**src/rtl/denovo_pkg.sv**
```systemverilog
// Shared types and the MinHash hash function for the de novo similarity engines.
// Pure package: no state, no latency, no flow control.
// Hash results are widened to 32 bits; callers keep the low HASH_W bits.
package denovo_pkg;

    localparam int DEF_KMER_W = 6;
    localparam int DEF_HASH_W = 6;

    typedef enum logic [1:0] {
        ST_ACCUM   = 2'd0,
        ST_COMPARE = 2'd1,
        ST_DONE    = 2'd2
    } state_t;

    // Full 64-bit product and sum, then reduction mod 2^hash_w (hash_w <= 32).
    function automatic logic [31:0] minhash_h(
        input logic [31:0] a,
        input logic [31:0] b,
        input logic [31:0] x,
        input int unsigned hash_w
    );
        logic [63:0] full;
        logic [63:0] mask;
        full = ({32'd0, a} * {32'd0, x}) + {32'd0, b};
        mask = (64'd1 << hash_w) - 64'd1;
        return 32'(full & mask);
    endfunction

endpackage

```
**src/rtl/minhash_lane.sv**
```systemverilog
// One MinHash lane: coefficient registers, hash datapath, running minima for sides A and B.
// Minima update on the edge that accepts the beat; eq is combinational from the registered minima.
// No backpressure of its own; the parent gates cfg_we/upd_*/clr.
module minhash_lane
    import denovo_pkg::*;
#(
    parameter int KMER_W = DEF_KMER_W,
    parameter int HASH_W = DEF_HASH_W
) (
    input  logic              clk,
    input  logic              rst,
    input  logic              cfg_we,
    input  logic [KMER_W-1:0] cfg_a,
    input  logic [KMER_W-1:0] cfg_b,
    input  logic              clr,
    input  logic              upd_a,
    input  logic              upd_b,
    input  logic [KMER_W-1:0] kmer_a,
    input  logic [KMER_W-1:0] kmer_b,
    output logic              eq
);

    logic [KMER_W-1:0] coef_a_q, coef_a_d;
    logic [KMER_W-1:0] coef_b_q, coef_b_d;
    logic [HASH_W-1:0] min_a_q, min_a_d;
    logic [HASH_W-1:0] min_b_q, min_b_d;
    logic [31:0]       h_a_full, h_b_full;
    logic [HASH_W-1:0] h_a, h_b;
    logic              unused_hi;

    always_comb begin
        h_a_full = minhash_h(32'(coef_a_q), 32'(coef_b_q), 32'(kmer_a), HASH_W);
        h_b_full = minhash_h(32'(coef_a_q), 32'(coef_b_q), 32'(kmer_b), HASH_W);
        h_a      = h_a_full[HASH_W-1:0];
        h_b      = h_b_full[HASH_W-1:0];
    end

    // Upper hash bits are already masked to zero by minhash_h.
    assign unused_hi = ^{h_a_full[31:HASH_W], h_b_full[31:HASH_W]};

    always_comb begin
        coef_a_d = coef_a_q;
        coef_b_d = coef_b_q;
        min_a_d  = min_a_q;
        min_b_d  = min_b_q;
        if (cfg_we) begin
            coef_a_d = cfg_a;
            coef_b_d = cfg_b;
        end
        if (clr) begin
            min_a_d = '1;
            min_b_d = '1;
        end else begin
            if (upd_a && (h_a < min_a_q)) min_a_d = h_a;
            if (upd_b && (h_b < min_b_q)) min_b_d = h_b;
        end
    end

    always_ff @(posedge clk or posedge rst) begin
        if (rst) begin
            coef_a_q <= KMER_W'(1);
            coef_b_q <= '0;
            min_a_q  <= '1;
            min_b_q  <= '1;
        end else begin
            coef_a_q <= coef_a_d;
            coef_b_q <= coef_b_d;
            min_a_q  <= min_a_d;
            min_b_q  <= min_b_d;
        end
    end

    assign eq = (min_a_q == min_b_q);

endmodule

```
**src/rtl/minhash_jaccard_engine.sv**
```systemverilog
// Streaming MinHash Jaccard estimator: per-lane minima over a frame, lane-agreement count on in_last.
// Latency: last beat accepted at edge E0, out_valid high after E0+1 (one COMPARE cycle).
// Backpressure: in_ready low from COMPARE until the result handshake; result held while out_ready=0.
module minhash_jaccard_engine
    import denovo_pkg::*;
#(
    parameter int KMER_W     = 6,
    parameter int HASH_W     = 6,
    parameter int NUM_HASHES = 4,
    parameter int CNT_W      = 16,
    localparam int IDX_W     = (NUM_HASHES > 1) ? $clog2(NUM_HASHES) : 1,
    localparam int MC_W      = $clog2(NUM_HASHES + 1)
) (
    input  logic              clk,
    input  logic              rst,
    input  logic              cfg_we,
    input  logic [IDX_W-1:0]  cfg_idx,
    input  logic [KMER_W-1:0] cfg_a,
    input  logic [KMER_W-1:0] cfg_b,
    input  logic              in_valid,
    output logic              in_ready,
    input  logic              in_en_a,
    input  logic              in_en_b,
    input  logic [KMER_W-1:0] in_kmer_a,
    input  logic [KMER_W-1:0] in_kmer_b,
    input  logic              in_last,
    output logic              out_valid,
    input  logic              out_ready,
    output logic [MC_W-1:0]   out_match_count,
    output logic              out_empty,
    output logic [CNT_W-1:0]  out_cnt_a,
    output logic [CNT_W-1:0]  out_cnt_b
);

    state_t            state_q, state_d;
    logic              frame_active_q, frame_active_d;
    logic [CNT_W-1:0]  cnt_a_q, cnt_a_d;
    logic [CNT_W-1:0]  cnt_b_q, cnt_b_d;
    logic [CNT_W-1:0]  res_cnt_a_q, res_cnt_a_d;
    logic [CNT_W-1:0]  res_cnt_b_q, res_cnt_b_d;
    logic [MC_W-1:0]   match_q, match_d;
    logic              empty_q, empty_d;

    logic              accept;
    logic              cfg_ok;
    logic              lane_clr;
    logic              upd_a, upd_b;
    logic [NUM_HASHES-1:0] lane_eq;
    logic [MC_W-1:0]   eq_pop;

    assign in_ready  = (state_q == ST_ACCUM);
    assign out_valid = (state_q == ST_DONE);
    assign accept    = in_valid && in_ready;

    // Coefficients are frozen from the first beat of a frame until its result is taken.
    assign cfg_ok = cfg_we && (state_q == ST_ACCUM) && !frame_active_q && !accept;

    // Out-of-range cfg_idx matches no lane, so such writes fall through.
    for (genvar i = 0; i < NUM_HASHES; i++) begin : g_lane
        minhash_lane #(
            .KMER_W (KMER_W),
            .HASH_W (HASH_W)
        ) u_lane (
            .clk    (clk),
            .rst    (rst),
            .cfg_we (cfg_ok && (cfg_idx == IDX_W'(i))),
            .cfg_a  (cfg_a),
            .cfg_b  (cfg_b),
            .clr    (lane_clr),
            .upd_a  (upd_a),
            .upd_b  (upd_b),
            .kmer_a (in_kmer_a),
            .kmer_b (in_kmer_b),
            .eq     (lane_eq[i])
        );
    end

    always_comb begin
        eq_pop = '0;
        for (int i = 0; i < NUM_HASHES; i++) begin
            eq_pop = eq_pop + MC_W'(lane_eq[i]);
        end
    end

    always_comb begin
        state_d        = state_q;
        frame_active_d = frame_active_q;
        cnt_a_d        = cnt_a_q;
        cnt_b_d        = cnt_b_q;
        res_cnt_a_d    = res_cnt_a_q;
        res_cnt_b_d    = res_cnt_b_q;
        match_d        = match_q;
        empty_d        = empty_q;
        upd_a          = 1'b0;
        upd_b          = 1'b0;
        lane_clr       = 1'b0;
        case (state_q)
            ST_ACCUM: begin
                if (accept) begin
                    frame_active_d = 1'b1;
                    upd_a          = in_en_a;
                    upd_b          = in_en_b;
                    if (in_en_a && !(&cnt_a_q)) cnt_a_d = cnt_a_q + CNT_W'(1);
                    if (in_en_b && !(&cnt_b_q)) cnt_b_d = cnt_b_q + CNT_W'(1);
                    if (in_last) state_d = ST_COMPARE;
                end
            end
            ST_COMPARE: begin
                // Untouched minima on an empty side would compare equal, hence the override.
                empty_d     = (cnt_a_q == '0) || (cnt_b_q == '0);
                match_d     = empty_d ? '0 : eq_pop;
                res_cnt_a_d = cnt_a_q;
                res_cnt_b_d = cnt_b_q;
                state_d     = ST_DONE;
            end
            ST_DONE: begin
                if (out_ready) begin
                    lane_clr       = 1'b1;
                    cnt_a_d        = '0;
                    cnt_b_d        = '0;
                    frame_active_d = 1'b0;
                    state_d        = ST_ACCUM;
                end
            end
            default: state_d = ST_ACCUM;
        endcase
    end

    always_ff @(posedge clk or posedge rst) begin
        if (rst) begin
            state_q        <= ST_ACCUM;
            frame_active_q <= 1'b0;
            cnt_a_q        <= '0;
            cnt_b_q        <= '0;
            res_cnt_a_q    <= '0;
            res_cnt_b_q    <= '0;
            match_q        <= '0;
            empty_q        <= 1'b0;
        end else begin
            state_q        <= state_d;
            frame_active_q <= frame_active_d;
            cnt_a_q        <= cnt_a_d;
            cnt_b_q        <= cnt_b_d;
            res_cnt_a_q    <= res_cnt_a_d;
            res_cnt_b_q    <= res_cnt_b_d;
            match_q        <= match_d;
            empty_q        <= empty_d;
        end
    end

    assign out_match_count = match_q;
    assign out_empty       = empty_q;
    assign out_cnt_a       = res_cnt_a_q;
    assign out_cnt_b       = res_cnt_b_q;

endmodule

```
**config.mk**
```make
export PLATFORM = sky130hd
export DESIGN_NAME = minhash_jaccard_engine
export DESIGN_NICKNAME = d
export VERILOG_FILES = /design/src/rtl/denovo_pkg.sv /design/src/rtl/minhash_lane.sv /design/src/rtl/minhash_jaccard_engine.sv
export SDC_FILE = /design/constraint.sdc
export NUM_CORES = 1
export LEC_CHECK = 0
export CORE_MARGIN = 1.5
export CORE_UTILIZATION = 56
export DETAILED_ROUTE_END_ITERATION = 8
export PLACE_DENSITY = 0.75
export SETUP_SLACK_MARGIN = 0.3
export SKIP_LAST_GASP = 1
export SYNTH_ARGS = -nofsm -noshare
export SYNTH_HDL_FRONTEND = slang
export SYNTH_SLANG_ARGS = --single-unit
```
**constraint.sdc**
```tcl
create_clock -name clk -period 6.24 [get_ports clk]
set_input_delay 1.56 -clock clk [delete_from_list [all_inputs] [get_ports clk]]
set_output_delay 1.56 -clock clk [all_outputs]
set_load 0.01 [all_outputs]
```
* Word-level counts from Yosys, hierarchy flattened
Cells that the tools add are included.
** Cells by class
- Equality and inequality tests :: 14
- Div/mod/pow operators :: 0
- Bitwise gates (word level) :: 0
- Order comparisons :: 8
- Mux-type cells :: 37
- Multipliers :: 8
- Reduce and logical (&&, ||, !) cells :: 42
- Add/subtract/negate cells :: 13
- Shift operators :: 0
** Operators by type and width (count)
- $mux W6 :: 16
- $mux W16 :: 5
- $pmux W16 S2 :: 2
- $add A6 B6 Y6 :: 8
- $lt A6 B6 Y1 :: 8
- $mul A6 B6 Y6 :: 8
- $add A16 B1 Y16 const B :: 2
- $logic_not A16 Y1 :: 2
- $reduce_and A16 Y1 :: 2
- $eq A6 B6 Y1 :: 4
- $logic_and A1 B1 Y1 :: 18
- $reduce_bool A2 Y1 :: 9
- $ne A2 B1 Y1 const B :: 5
- $mux W1 :: 8
- $reduce_and A4 Y1 :: 2
- $eq A2 B2 Y1 const B :: 3
- $mux W2 :: 3
- $pmux W2 S3 :: 1
- $reduce_and A3 Y1 :: 2
- $eq A2 B1 Y1 const B :: 2
- $logic_not A1 Y1 :: 4
- $logic_not A2 Y1 :: 2
- $add A2 B1 Y3 :: 1
- $add A3 B1 Y3 :: 1
- 4 further kinds :: 4
** Word-level totals
- Flip-flop bits (word level) :: 167
- Latch bits :: 0
- Bits of input ports :: 34
- Output and inout port bits :: 38
- RAM bits :: 0
- ROM bits :: 0
- Memories kept :: 0
- Logic and storage cells :: 146

* Longest topological paths before layout
- Depth after elaboration :: 7
- Mapped depth :: 20

* Modules after synthesis
From an unflattened synthesis, not the netlist that was laid out.
** Second synthesis, totals
- Cells, all modules :: 1396
- Area total of the unflattened synthesis :: 13674.4 um2
** By module, submodules not included
- minhash_lane at g_lane[1].u_lane ... :: times used 2, cells each 260, seq. area each 616.8 um2, area each 2541.2 um2
- minhash_jaccard_engine :: times used 1, cells each 356, seq. area each 1776.7 um2, area each 3495.9 um2
- minhash_lane at g_lane[2].u_lane :: times used 1, cells each 260, seq. area each 616.8 um2, area each 2552.4 um2
- minhash_lane at g_lane[0].u_lane :: times used 1, cells each 260, seq. area each 616.8 um2, area each 2543.7 um2

* Worst setup path before layout
No wires, ideal clock.
- Kind :: input -> register
- Start :: in in_kmer_b[1]
- End :: reg g_lane[3].u_lane.min_b_q[3]
- Path slack :: -0.051 ns
- Cell stages on the path :: 19
- Arrival time :: 6.201 ns
- Library setup time :: 0.091 ns
- Required time :: 6.149 ns
- Cell sequence :: clkbuf_1 clkbuf_1 nand2_1 fa_1 inv_1 ha_1 inv_1 fa_1 inv_1 fa_1 xor2_1 xnor3_1 xnor3_1 xor2_1 ha_1 o2111ai_1 o21ai_1 mux2i_1 nand2_1
** Between the ends
- Cells in the longest elaborated chain, start to end :: 5
** RTL lines
- start: declaration :: RTL line minhash_jaccard_engine.sv:25 : input logic [KMER_W-1:0] in_kmer_b,
- $mul A6 B6 Y6 (*) :: RTL line denovo_pkg.sv:24 : full = ({32'd0, a} * {32'd0, x}) + {32'd0, b};
- $add A6 B6 Y6 (*) :: RTL line denovo_pkg.sv:24
- $lt A6 B6 Y1 :: RTL line minhash_lane.sv:55 : if (upd_b && (h_b < min_b_q)) min_b_d = h_b;
- $logic_and A1 B1 Y1 :: RTL line minhash_lane.sv:55
- $reduce_bool A2 Y1 (no line)
- end signal: assignment :: RTL line minhash_lane.sv:69 : min_b_q <= min_b_d;
- end: declaration :: RTL line minhash_lane.sv:26 : logic [HASH_W-1:0] min_b_q, min_b_d;
Every way passes the cells marked *; elsewhere a longest branch is shown, timed or not. The select of a mux whose other input is x is not followed.
A chain may end at the register's enable or synchronous reset.

* Worst setup path in the final report
- Start :: in in_kmer_a[3]
- End :: reg g_lane[1].u_lane.min_a_q[5]
** Between the ends
- Cells in the longest elaborated chain, start to end :: 5
** RTL lines
- start: declaration :: RTL line minhash_jaccard_engine.sv:24 : input logic [KMER_W-1:0] in_kmer_a,
- $mul A6 B6 Y6 (*) :: RTL line denovo_pkg.sv:24
- $add A6 B6 Y6 (*) :: RTL line denovo_pkg.sv:24
- $lt A6 B6 Y1 :: RTL line minhash_lane.sv:54 : if (upd_a && (h_a < min_a_q)) min_a_d = h_a;
- $logic_and A1 B1 Y1 :: RTL line minhash_lane.sv:54
- $reduce_bool A2 Y1 (no line)
- end signal: assignment :: RTL line minhash_lane.sv:68 : min_a_q <= min_a_d;
- end: declaration :: RTL line minhash_lane.sv:25 : logic [HASH_W-1:0] min_a_q, min_a_d;
Marks and branches as above.

==> key figures <==
Routing
  – Number of routed nets with antenna violations: 0
  – Routed WL: 32.3 mm
  – Drt first pass iters: 5
  – Vias post-DR: 10000
  – Routed length per instance: ~18 um
  – Initial DRC count: 518
  – # DRC: 0
  – Via density: around 5.6

Die
  – Die height: 158 um
  – Chip width: roughly 160 um
  – Core Rows: between 50 and 60
  – Io pins: 72
  – Starting density of the core: 57.1%
  – Die ar.: 0.0249 mm2
  – Core Box Area: about 0.023 mm2

CTS
  – CTS Buf Count: 17
  – Post-CTS Hold Fix Bufs: 0
  – Worst-path clk slew: about 0.080 ns
  – Clock Latency Late Sink: approximately 0.45 ns
  – Bufs on Longest Clock Path: 2
  – Htree depth: 4
  – CTS tree: built
  – Clock sinks: 167
  – Clock root buffer: clkbuf_16

Synthesis
  – Synth top area cells: dfrtp_1 (21%), ha_1 (14%), dfstp_2 (10%), fa_1 (8.5%), mux2_2 (5.5%)
  – Synth unique cells: 51
  – Top cells by count, synth: nand2_1 (170), ha_1 (150), inv_1 (130), dfrtp_1 (115), and2_1 (75)
  – Most common cell in the netlist: nand2_1
  – Synth Warn #: 0
  – Number of synthesized flops with an enable pin: 0
  – Post-synth ARST share: 100%
  – Sequential share of the synthesized area: between 30% and 40%
  – Mean Syn Cell Area: ~10 um2
  – Area leader, netlist: dfrtp_1
  – Cell Area, Synth: 0.0134 mm2
  – Primary FF master, synth: dfrtp_1
  – Synthesized Nets: 1551
  – Post-synth top area share: a little over a fifth
  – Syn Inst Count: ~1300
  – Yosys reg bits: 167

Critical path
  – Critical path's largest stage delay: 0.56 ns
  – CP cell instances: clkdlybuf4s50_1 > buf_4 > and2_1 > ha_1 > ha_1 > inv_1 > fa_1 > inv_1 > fa_1 > ha_4 > o21ai_1 > a21o_1 > nand2_1 > xor2_1 > ha_1 > a211oi_2 > o21ai_1 > buf_4 > nand4b_1 > nand3_1
  – Worst path required time: 6.62 ns
  – Crit-path most repeated cell: ha_1
  – FF-to-FF setup slack: 1.52 ns
  – Critical path peak fanout: 8
  – Critical-path top delay cell: clkdlybuf4s50_1
  – Worst reg2reg startpoint: g_lane[3].u_lane.coef_a_q[2]$_DFFE_PP0P_
  – Critical Path End Type: flip-flop
  – Crit start category: primary input
  – Worst r2r path cells: 18
  – Crit Path Class: in -> reg
  – WP data arrival: 6.11 ns
  – Worst r2r dst: g_lane[3].u_lane.min_b_q[1]$_DFFE_PP1P_

GRT
  – Vias in the first global route: 10600
  – Global-route wire length before repair: 53.3 mm
  – Grt total ovfl: 0
  – GRT Total Usage: 27.7%
  – Initial antenna violation count: 0
  – Largest net degree at the start of global routing: between 150 and 200

Power and ir drop
  – Worst VDD drop: 191 uV
  – Final Power: 6.96 mW
  – Leakage: 8.10 nW
  – Power per cell area: 433 mW/mm2

Timing
  – RSZ-0062 raised after global routing: no
  – Clk_skew: roughly 0.014 ns
  – Final setup vio count: 0
  – Setup TNS Final: 0 ns
  – Period minus WS final: 5.73 ns
  – Final Hold Viols: 0
  – F_max: roughly 170 MHz
  – Worst hold slack: 0.481 ns
  – Max-slew violations: 0
  – Slew headroom: a little under two fifths
  – Slew @ Worst Pin: 0.932 ns
  – Fin crit share: 91.8%

Layout
  – P&R area growth vs syn: 19.9%
  – Layout fillers: 1766
  – Area of the multi-input gates: 0.00881 mm2
  – Final Cell Area: roughly 0.016 mm2
  – Total area of sequential cells: 0.00424 mm2
  – Nets: 1691
  – Layout cell share with drive strength beyond 1: approximately 20%

Worst hold path
  – Hold Crit Class: reg -> reg
  – Hold Path Origin: out_cnt_b[7]$_DFFE_PP0N_
  – Hold path endpoint: out_cnt_b[7]$_DFFE_PP0N_
  – Hold depth: 2

Run
  – Max cap viols: 0

Placement
  – Global placer's final weighted congestion: 0.841
  – Post-Place Cell Area: 0.0150 mm2
  – Port bufs: 71
  – Placed wire-length estimate: 22.9 mm

Status
  – Status: completed
-- cell usage in the layout (no fill, tap or decap), types with 13 or more instances in the layout --
master / Yosys / final
a21o_1: 24 / 24
a21oi_1: 23 / 23
and2_1: 75 / 74
buf_4: 1 / 84
clkbuf_16: 0 / 17
clkdlybuf4s50_1: 0 / 65
dfrtp_1: 115 / 115
dfstp_2: 52 / 52
fa_1: 57 / 55
ha_1: 150 / 142
inv_1: 130 / 129
mux2_2: 65 / 65
mux2i_1: 33 / 32
nand2_1: 170 / 169
nand3_1: 27 / 27
nand4_1: 15 / 15
nor2_1: 25 / 25
o21ai_0: 20 / 13
xnor2_1: 59 / 59
xnor3_1: 16 / 14
xor2_1: 56 / 54
-- flip-flops by register name, summed over array words and instances, names as in the netlist, 16 cells and up --
| name | count |
|---|---|
| out_cnt_a | 16 |
| g_lane.u_lane.coef_a_q | 24 |
| g_lane.u_lane.min_a_q | 24 |
| g_lane.u_lane.coef_b_q | 24 |
| cnt_a_q | 16 |
| cnt_b_q | 16 |
| g_lane.u_lane.min_b_q | 24 |
| out_cnt_b | 16 |
-- worst max path at each step --
stage,start,endpoint,slack [ns],cells past startpoint
2_1_floorplan,in_kmer_b[1],g_lane[0].u_lane.min_b_q[0]$_DFFE_PP1P_,0.29,19
3_3_place_gp,in_kmer_a[2],g_lane[3].u_lane.min_a_q[5]$_DFFE_PP1P_,-0.31,19
3_5_place_dp,in_kmer_a[2],g_lane[3].u_lane.min_a_q[5]$_DFFE_PP1P_,-0.39,19
4_1_cts,in_kmer_a[2],g_lane[3].u_lane.min_a_q[5]$_DFFE_PP1P_,0.28,19
5_1_grt,in_kmer_b[4],g_lane[2].u_lane.min_b_q[5]$_DFFE_PP1P_,0.34,19
6_report,in_kmer_a[3],g_lane[1].u_lane.min_a_q[5]$_DFFE_PP1P_,0.51,20
-- layout make-up --
class,instances,area share (%)
timing repair buffer,163,9.06
tap,319,2.49
sequential,167,26.4
clock inverter,15,1.37
multi-input combinational,969,54.9
inverter,132,3.11
antenna,1,0.0156
clock buffer,17,2.65
-- critical path, delay by kind of cell --
family                     cells  cell delay [ns]
adders and majority gates      6             2.17
buffers and inverters          5             1.08
xor gates and xnor gates       1             0.19
AOI/OAI and AO/OA              4             0.62
and+or+nand+nor                4             0.49
-- stage by stage --
step	utilization [%]	worst slack, ns	cells
2_1_floorplan	-	0.290	1310
3_3_place_gp	63.8	-0.306	1734
3_5_place_dp	63.8	-0.388	1734
4_1_cts	67.3	0.276	1773
5_1_grt	68.4	0.337	1782
6_report	68.4	0.510	1783
-- where the power goes --
part	leakage (nW)	internal, mW	switching, mW
sequential	2.10	1.50	0.379
clock	0.311	0.592	0.555
combinational	5.69	1.96	1.98
-- routing by layer --
metal,wire length (um),GRT usage (%),vias to the layer above,part of all wire [%]
met5,0,0,-,0
met4,609,8.36,0,1.9
met3,2150,6.90,50,6.7
met2,15200,45.7,282,47
met1,14400,36.0,5001,44
li1,-,-,4714,-
-- timing repair --
action	4_1_cts	5_1_grt
setup endpoints to repair	38	48
gates cloned	2	0
resized for setup	21	37
pin swaps	23	63
buffers inserted	5	9
-- cells by family (layout without fill, tap and decap cells) --
logic type	after synthesis	count (layout)	synth area share [%]
DFF	167	167	31.7
adders and majority gates	207	207	22.5
AOI/OAI and AO/OA	138	140	7.36
xor gates and xnor gates	131	131	10.2
muxes	108	108	8.77
and+or+nand+nor	383	383	14.4
buffers and inverters	176	327	5.01
other	0	1	0
(Power assumes the default switching activity.)
